==> config.mk <==
export PLATFORM = sky130hd
export DESIGN_NAME = bit4_serial_loader
export DESIGN_NICKNAME = d
export VERILOG_FILES = /design/src/rtl/bit4_pkg.sv /design/src/rtl/bit4_shift_core.sv /design/src/rtl/bit4_serial_loader.sv
export SDC_FILE = /design/constraint.sdc
export NUM_CORES = 1
export LEC_CHECK = 0
export ABC_AREA = 1
export ABC_CLOCK_PERIOD_IN_PS = 1400
export CAP_MARGIN = 20
export CORE_MARGIN = 3
export CORE_UTILIZATION = 40
export CTS_BUF_LIST = sky130_fd_sc_hd__clkbuf_4 sky130_fd_sc_hd__clkbuf_8 sky130_fd_sc_hd__clkbuf_16
export CTS_CLUSTER_SIZE = 20
export DETAILED_ROUTE_END_ITERATION = 8
export MAX_ROUTING_LAYER = met4
export PLACE_DENSITY = 0.7
export RECOVER_POWER = 25
export SLEW_MARGIN = 5
export SYNTH_ARGS = -nofsm -noshare
export SYNTH_HDL_FRONTEND = slang
export SYNTH_SLANG_ARGS = --single-unit
==> constraint.sdc <==
create_clock -name clk -period 1.4 [get_ports clk]
set_clock_uncertainty 0.05 [all_clocks]
set_input_delay 0.28 -clock clk [delete_from_list [all_inputs] [get_ports clk]]
set_output_delay 0.28 -clock clk [all_outputs]
set_load 0.05 [all_outputs]
==> src/rtl/bit4_pkg.sv <==
// Shared definitions for the 4-bit serial loader: state encoding and word width.
package bit4_pkg;

    localparam int WORD_BITS = 4;

    typedef enum logic [1:0] {
        ST_IDLE  = 2'd0,
        ST_SHIFT = 2'd1,
        ST_FULL  = 2'd2
    } state_e;

endpackage

==> src/rtl/bit4_shift_core.sv <==
// Shift word and bit counter; direction selects which end the new bit enters.
module bit4_shift_core
    import bit4_pkg::*;
(
    input  logic       clk,
    input  logic       rst,
    input  logic       en_i,
    input  logic       clr_i,
    input  logic       dir_i,
    input  logic       sin_i,
    output logic [4:1] word_o,
    output logic [2:0] cnt_o
);

    logic [4:1] word_q, word_d;
    logic [2:0] cnt_q, cnt_d;

    always_comb begin
        word_d = word_q;
        cnt_d  = cnt_q;
        if (clr_i) begin
            // The word is deliberately kept so it stays visible after an ack.
            cnt_d = 3'd0;
        end else if (en_i) begin
            word_d = dir_i ? {word_q[3:1], sin_i} : {sin_i, word_q[4:2]};
            cnt_d  = cnt_q + 3'd1;
        end
    end

    always_ff @(posedge clk) begin
        if (rst) begin
            word_q <= 4'b0000;
            cnt_q  <= 3'd0;
        end else begin
            word_q <= word_d;
            cnt_q  <= cnt_d;
        end
    end

    assign word_o = word_q;
    assign cnt_o  = cnt_q;

endmodule

==> src/rtl/bit4_serial_loader.sv <==
// Serial-to-4-bit loader with valid/ready input, word_valid/ack output and ack counter.
module bit4_serial_loader
    import bit4_pkg::*;
#(
    parameter int MSB_FIRST = 1
) (
    input  logic       clk,
    input  logic       rst,
    input  logic       sin,
    input  logic       sin_valid,
    output logic       sin_ready,
    output logic [4:1] word_out,
    output logic       word_valid,
    input  logic       word_ack,
    output logic [2:0] bit_cnt,
    output logic [3:0] word_cnt
);

    state_e     state_q;
    logic [3:0] word_cnt_q;
    logic       accept;
    logic       last_bit;
    logic       ack_take;

    assign sin_ready  = (state_q != ST_FULL);
    assign word_valid = (state_q == ST_FULL);
    assign accept     = sin_valid & sin_ready;
    assign ack_take   = word_valid & word_ack;
    assign last_bit   = accept && (bit_cnt == 3'(WORD_BITS - 1));

    always_ff @(posedge clk) begin
        if (rst) begin
            state_q    <= ST_IDLE;
            word_cnt_q <= 4'd0;
        end else begin
            case (state_q)
                ST_IDLE:  if (accept)   state_q <= ST_SHIFT;
                ST_SHIFT: if (last_bit) state_q <= ST_FULL;
                ST_FULL: begin
                    if (word_ack) begin
                        state_q    <= ST_IDLE;
                        word_cnt_q <= word_cnt_q + 4'd1;
                    end
                end
                default:  state_q <= ST_IDLE;
            endcase
        end
    end

    bit4_shift_core u_core (
        .clk    (clk),
        .rst    (rst),
        .en_i   (accept),
        .clr_i  (ack_take),
        .dir_i  (MSB_FIRST != 0),
        .sin_i  (sin),
        .word_o (word_out),
        .cnt_o  (bit_cnt)
    );

    assign word_cnt = word_cnt_q;

endmodule
==> results.toml, run 1 <==
[timing]
max_freq_ghz = 0.7527
finalSetupViolations = 0
fin_crit_sh_pct = 94.89
rsz0062_at_grt = "false"
finalMaxSlewViolations = 0
tightest_slew_ps = 301.5
relSlewSlack_pct = 79.90
fin_crit_ps = 1329
finalSetupTns_ps = 0
hold_viol = 0
holdWs_ps = 439.3

[outcome]
status = "finished, final reports clean"

[critical_path]
worstReg2RegStart = "u_core.cnt_o[0]$_SDFFE_PP0P_"
critPathRequiredTime_ps = 1550
crit_path_cell_trace = "ha_1 > ha_1 > or2_2 > a21oi_2"
crit_path_start_kind = "flop"
critPathCapture = "u_core.cnt_o[2]$_SDFFE_PP0P_"
r2r_end = "u_core.cnt_o[2]$_SDFFE_PP0P_"
crit_start = "u_core.cnt_o[0]$_SDFFE_PP0P_"
cpMostUsedCell = "ha_1"
worstSetupPathType = "reg2reg"
slowest_delay_ps = 370
crit_fanout = 4
crit_buf_inv = 0
cp-end-kind = "flop"
arrival_ps = 1480
cpMaxStageDelayCell = "dfxtp_4"
critPathTopFamily = "adder cells"
reg2reg_setup_slack_ps = 70
ff2ff_path_depth = 4
path_depth = 4

[synthesis]
synth_seq_area_share_pct = 45.32
synth_most_common_cell = "dfxtp_1"
yosysWarningCount = 0
yosysUniqueCellTypes = 17
syn_nets = 82
synth_top_cell_by_area = "dfxtp_1"
synth_area_um2 = 574.3
syn_avg_cell_area_um2 = 7.761
ys.flop_type = "dfxtp_1"
synth_seq_cells = 13
synth_edf_count = 0
synth.area.top_cells = "dfxtp_1 (45%), nand2_1 (7.2%), nor2_1 (7.2%)"
synth_cells = 74
synthArstFlopShare_pct = 0
synthTopCellsByCount = "dfxtp_1 (13), nand2_1 (11), nor2_1 (11)"
synth_top_area_share_pct = 45.32

[finish]
fin_cells = 112
diodes = 0
drive_above_1_share_pct = 30.93
fill_cells = 100
syn_to_final_growth_pct = 58.61
nets = 106

[pwr]
power.density_nw_per_um2 = 860.8
max-vdd-ir-drop_v = 0.0006340
power_w = 0.0007841
leakagePower_nw = 0.4083

[clock_tree]
cts_tree = "done"
ctsRootBufferMaster = "clkbuf_4"
ctsHoldBuffers = 0
htreeDepth = 1
insertion_delay_ps = 260
cts_num_sinks = 13
cts_buffers = 3
clk_pin_slew_ps = 80
clockBufferDepth = 2

[min_path]
hp-class = "reg2reg"

[floorplanning]
pin_count = 18
die_w_um = 43.89
initial_core_util_pct = 43.59
die_area_um2 = 1926
die_y_um = 43.89
coreArea_um2 = 1318
rows = 13

[placed_design]
dp_hpwl_um = 898.5
port_buffers = 17
dp_cells = 108
place_congestion = 0.7820

[grt]
grtUsageTotal_pct = 14.39
grt_max_degree = 8
grt_pass1_wl_mm = 2.076
antenna_found_initial = 0
grt_pass1_vias = 516
overflow = 0

[route]
via_per_inst = 4.679
dr_wl_met3_um = 65
antenna_left = 0
wl_per_cell_um = 9.929
drt-total-wl_mm = 1.112
drc_errors = 0
drt_first_pass_iters = 2
initialDrtViolationCount = 2
highest_layer = "met3"
route.vias.total = 524
wl_met1_um = 569
wl_met2_um = 477

[job]
drv_cap = 0
## kinds of logic (layout without fill, tap and decap cells)
kind of cell             after synthesis  count (layout)  synth area share [%]
flip-flops                            13              13                 45.32
buffers and inverters                 11              34                 8.497
adder cells (fa/ha/maj)                3               3                 6.537
AO/OA/AOI/OAI                         15              15                 13.73
XOR/XNOR                               1               1                 1.525
AND/OR/NAND/NOR                       31              31                 24.40
## worst reg2reg max path, delay by kind of cell, from the launching register on
| family | cells | cell delay (ps) |
|---|---|---|
| AND/OR/NAND/NOR | 1 | 300 |
| adder cells (fa/ha/maj) | 2 | 450 |
| AO/OA/AOI/OAI | 1 | 110 |
| flip-flops | 1 | 370 |
## stage by stage
stage	area [um^2]	util (%)	worst slack (ps)
after floorplan	578.1	-	3.525
after global placement	908.4	68.95	-52.92
after detailed placement	908.4	68.95	-82.79
after CTS	938.4	71.23	38.32
after global routing	910.9	69.14	7.531
final	910.9	69.14	71.49
## layout by cell type, fill, tap and decap left out
cell / count
nor2_1: 11
inv_2: 2
a21oi_1: 7
clkbuf_4: 4
dfxtp_4: 1
dfxtp_2: 2
inv_1: 8
nand2_4: 1
nand2_2: 1
clkbuf_2: 2
or2_1: 1
or2_2: 2
nand4_1: 1
ha_1: 3
nand2_1: 11
a21oi_2: 2
buf_12: 11
buf_4: 2
xor2_1: 1
nand3_1: 3
clkdlybuf4s50_1: 4
dfxtp_1: 10
o21ai_0: 6
clkbuf_1: 1
## registers in the layout (all words and copies together), names as in the netlist
register / cells
state_q: 2
word_cnt: 4
u_core.word_o: 4
u_core.cnt_o: 3
## layer usage
metal  vias up  track usage, %
met3         0           2.490
met1       228           19.19
met2        12           22.38
li1        284               -
met5         -               -
met4         0           3.614
## final cells by class
| type | instances | area, um^2 | area share [%] |
|---|---|---|---|
| clock buffer | 4 | 30.03 | 3.297 |
| tap | 15 | 18.77 | 2.060 |
| timing repair buffer | 20 | 289.0 | 31.73 |
| inverter | 10 | 37.54 | 4.121 |
| multi-input combinational | 50 | 269.0 | 29.53 |
| sequential | 13 | 266.5 | 29.26 |
## power breakdown
| part | switching [W] | internal, W | total [W] |
|---|---|---|---|
| logic | 0.0000799 | 0.0000633 | 0.000143 |
| clock network | 0.000112 | 0.000129 | 0.000241 |
| registers | 0.0000153 | 0.000384 | 0.000400 |
## timing repair
item                                    CTS  global route
endpoints found under the setup margin    0             2
gates resized for setup                   0             3
setup buffers                             0             0
## worst min-delay path by stage
stage | startpoint | endpoint | slack (ps) | cells after the start
5_1_grt | state_q[0]$_SDFFE_PP0P_ | state_q[1]$_SDFFE_PP0P_ | 470 | 2
4_1_cts | u_core.cnt_o[2]$_SDFFE_PP0P_ | u_core.cnt_o[2]$_SDFFE_PP0P_ | 450 | 2
6_report | u_core.cnt_o[1]$_SDFFE_PP0P_ | u_core.cnt_o[1]$_SDFFE_PP0P_ | 440 | 2
2_1_floorplan | rst | state_q[0]$_SDFFE_PP0P_ | 300 | 1
3_5_place_dp | u_core.cnt_o[2]$_SDFFE_PP0P_ | u_core.cnt_o[2]$_SDFFE_PP0P_ | 440 | 2
3_3_place_gp | u_core.cnt_o[2]$_SDFFE_PP0P_ | u_core.cnt_o[2]$_SDFFE_PP0P_ | 430 | 2
(Power assumes the default switching activity.)
==> run 2, diff against run 1 <==
--- a/config.mk
+++ b/config.mk
@@ -14,7 +14,7 @@
 export CTS_CLUSTER_SIZE = 20
 export DETAILED_ROUTE_END_ITERATION = 8
 export MAX_ROUTING_LAYER = met4
-export PLACE_DENSITY = 0.7
+export PLACE_DENSITY = 0.71
 export RECOVER_POWER = 25
 export SLEW_MARGIN = 5
 export SYNTH_ARGS = -nofsm -noshare
==> run 2 against run 1 <==
Effect of this change:
- critical path depth unchanged
- maximum frequency down 2.9%
- non-clock buffer count up 1
- routed wire length up 8.2%
- setup slack worse by 39 ps
==> results.toml, run 2 (same netlist as run 1, synthesis figures left out) <==
[pwr]
comb_power_share_pct = 18.5
p_seq_share_pct = 50.4
internal_power_w = 0.0005756
power.density_nw_per_um2 = 871.5
p_clk_share_pct = 31.1
switchingPower_w = 0.0002106
max-vdd-ir-drop_v = 0.0005043
p_sw_share_pct = 26.78
leakagePower_nw = 0.4128

[route]
highest_layer = "met4"
wl_met1_um = 534
wl_per_cell_um = 10.65
initialDrtViolationCount = 12
wl_met2_um = 573
antenna_left = 0
drt-total-wl_mm = 1.203
via_per_inst = 4.796
dr_wl_met3_um = 82
drc_errors = 0
drt_first_pass_iters = 4
route.vias.total = 542

[finish]
multiInputGateArea_um2 = 265.3
final_cell_mix = "nand2_1 (11), nor2_1 (11), dfxtp_1 (11), buf_12 (10)"
syn_to_final_growth_pct = 57.08
seq_area_um2 = 265.3
nets = 107
diodes = 0
drive_above_1_share_pct = 30.61
fin_util_pct = 68.47
fill_cells = 100

[critical_path]
r2r_end = "u_core.cnt_o[2]$_SDFFE_PP0P_"
reg2reg_setup_slack_ps = 30
arrival_ps = 1520
crit_path_start_kind = "flop"
worstSetupPathType = "reg2reg"
ff2ff_path_depth = 4
worstReg2RegStart = "u_core.cnt_o[0]$_SDFFE_PP0P_"
crit_fanout = 2
critPathRequiredTime_ps = 1550
cp-end-kind = "flop"

[floorplanning]
coreArea_um2 = 1318
pin_count = 18
initial_core_util_pct = 43.59
rows = 13
die_w_um = 43.89
die_area_um2 = 1926
die_y_um = 43.89

[job]
drv_cap = 0

[timing]
fin_crit_ps = 1368
fin_crit_sh_pct = 97.69
hold_viol = 0
tightest_slew_ps = 277.7
finalSetupViolations = 0
max_freq_ghz = 0.7312
finalMaxSlewViolations = 0
setup_ws_ps = 32.37
relSlewSlack_pct = 81.57

[clock_tree]
cts_tree = "done"
clockBufferDepth = 2
ctsHoldBuffers = 0
htreeDepth = 1
ctsRootBufferMaster = "clkbuf_4"
clk_pin_slew_ps = 70
cts_num_sinks = 13
insertion_delay_ps = 270
cts_buffers = 3

[placed_design]
port_buffers = 17
place_congestion = 0.7533
dp_hpwl_um = 927
post-place-ws_ps = -96.83

[outcome]
status = "finished, final reports clean"

[min_path]
hp-class = "reg2reg"
min_to = "u_core.cnt_o[1]$_SDFFE_PP0P_"
holdCritStartpoint = "u_core.cnt_o[1]$_SDFFE_PP0P_"
hold_depth = 2

[grt]
overflow = 0
grt_max_degree = 8
grt_pass1_wl_mm = 1.932
grtUsageTotal_pct = 13.79
grt_pass1_vias = 493
antenna_found_initial = 0
## run 2: repair_timing
action,4_1_cts,5_1_grt
endpoints found under the hold margin,0,0
setup buffers,0,1
gates resized for setup,0,1
setup endpoints to repair,0,1
## run 2: cell type report
cell class              instances  area share, %
repair buffers                 21          31.62
flip-flops and latches         13          29.40
inverters                      10          4.161
clock buffers                   4          3.329
multi-input cells              50          29.40
well taps                      15          2.080
## run 2: worst max-delay path, cell delays in order, from the launching register on
cell	delay, ps
dfxtp_4	350
ha_1	190
ha_1	280
or2_2	310
a21oi_1	120
## run 2: power by group through the flow
| stage | logic [W] | clock network (W) | registers, W |
|---|---|---|---|
| floorplan | 0.0000406 | 0 | 0.000445 |
| global placement | 0.000154 | 0 | 0.000411 |
| detailed placement | 0.000157 | 0 | 0.000411 |
| CTS | 0.000157 | 0.000251 | 0.000403 |
| global route | 0.000156 | 0.000263 | 0.000398 |
| finish | 0.000145 | 0.000244 | 0.000396 |
## run 2: metrics by stage
stage	total power, W	TNS [ps]	instances	area, um^2	hold WS [ps]
finish	0.0007862	0	113	902.1	428.9
global route	0.0008175	-22.09	113	902.1	450.1
CTS	0.0008114	0	112	938.4	450.9
detailed placement	0.0005682	-246.4	108	908.4	436.5
global placement	0.0005645	-51.19	108	908.4	431.3
floorplan	0.0004861	0	74	578.1	299.1
## run 2: worst max path at each step
stage                     slack, ps                      endpoint                          from  cells past startpoint
after floorplan                   4  u_core.cnt_o[2]$_SDFFE_PP0P_  u_core.cnt_o[0]$_SDFFE_PP0P_                      4
after global placement          -50      word_cnt[3]$_SDFFE_PP0P_                      word_ack                      6
after detailed placement       -100      word_cnt[3]$_SDFFE_PP0P_                      word_ack                      6
after CTS                        40  u_core.cnt_o[2]$_SDFFE_PP0P_  u_core.cnt_o[0]$_SDFFE_PP0P_                      4
after global routing            -20  u_core.cnt_o[2]$_SDFFE_PP0P_  u_core.cnt_o[0]$_SDFFE_PP0P_                      4
final                            30  u_core.cnt_o[2]$_SDFFE_PP0P_  u_core.cnt_o[0]$_SDFFE_PP0P_                      4
## run 2: layer usage
| metal | vias up | track usage, % |
|---|---|---|
| li1 | 285 | - |
| met1 | 240 | 15.70 |
| met2 | 15 | 21.80 |
| met3 | 2 | 3.734 |
| met4 | 0 | 7.229 |
| met5 | - | - |
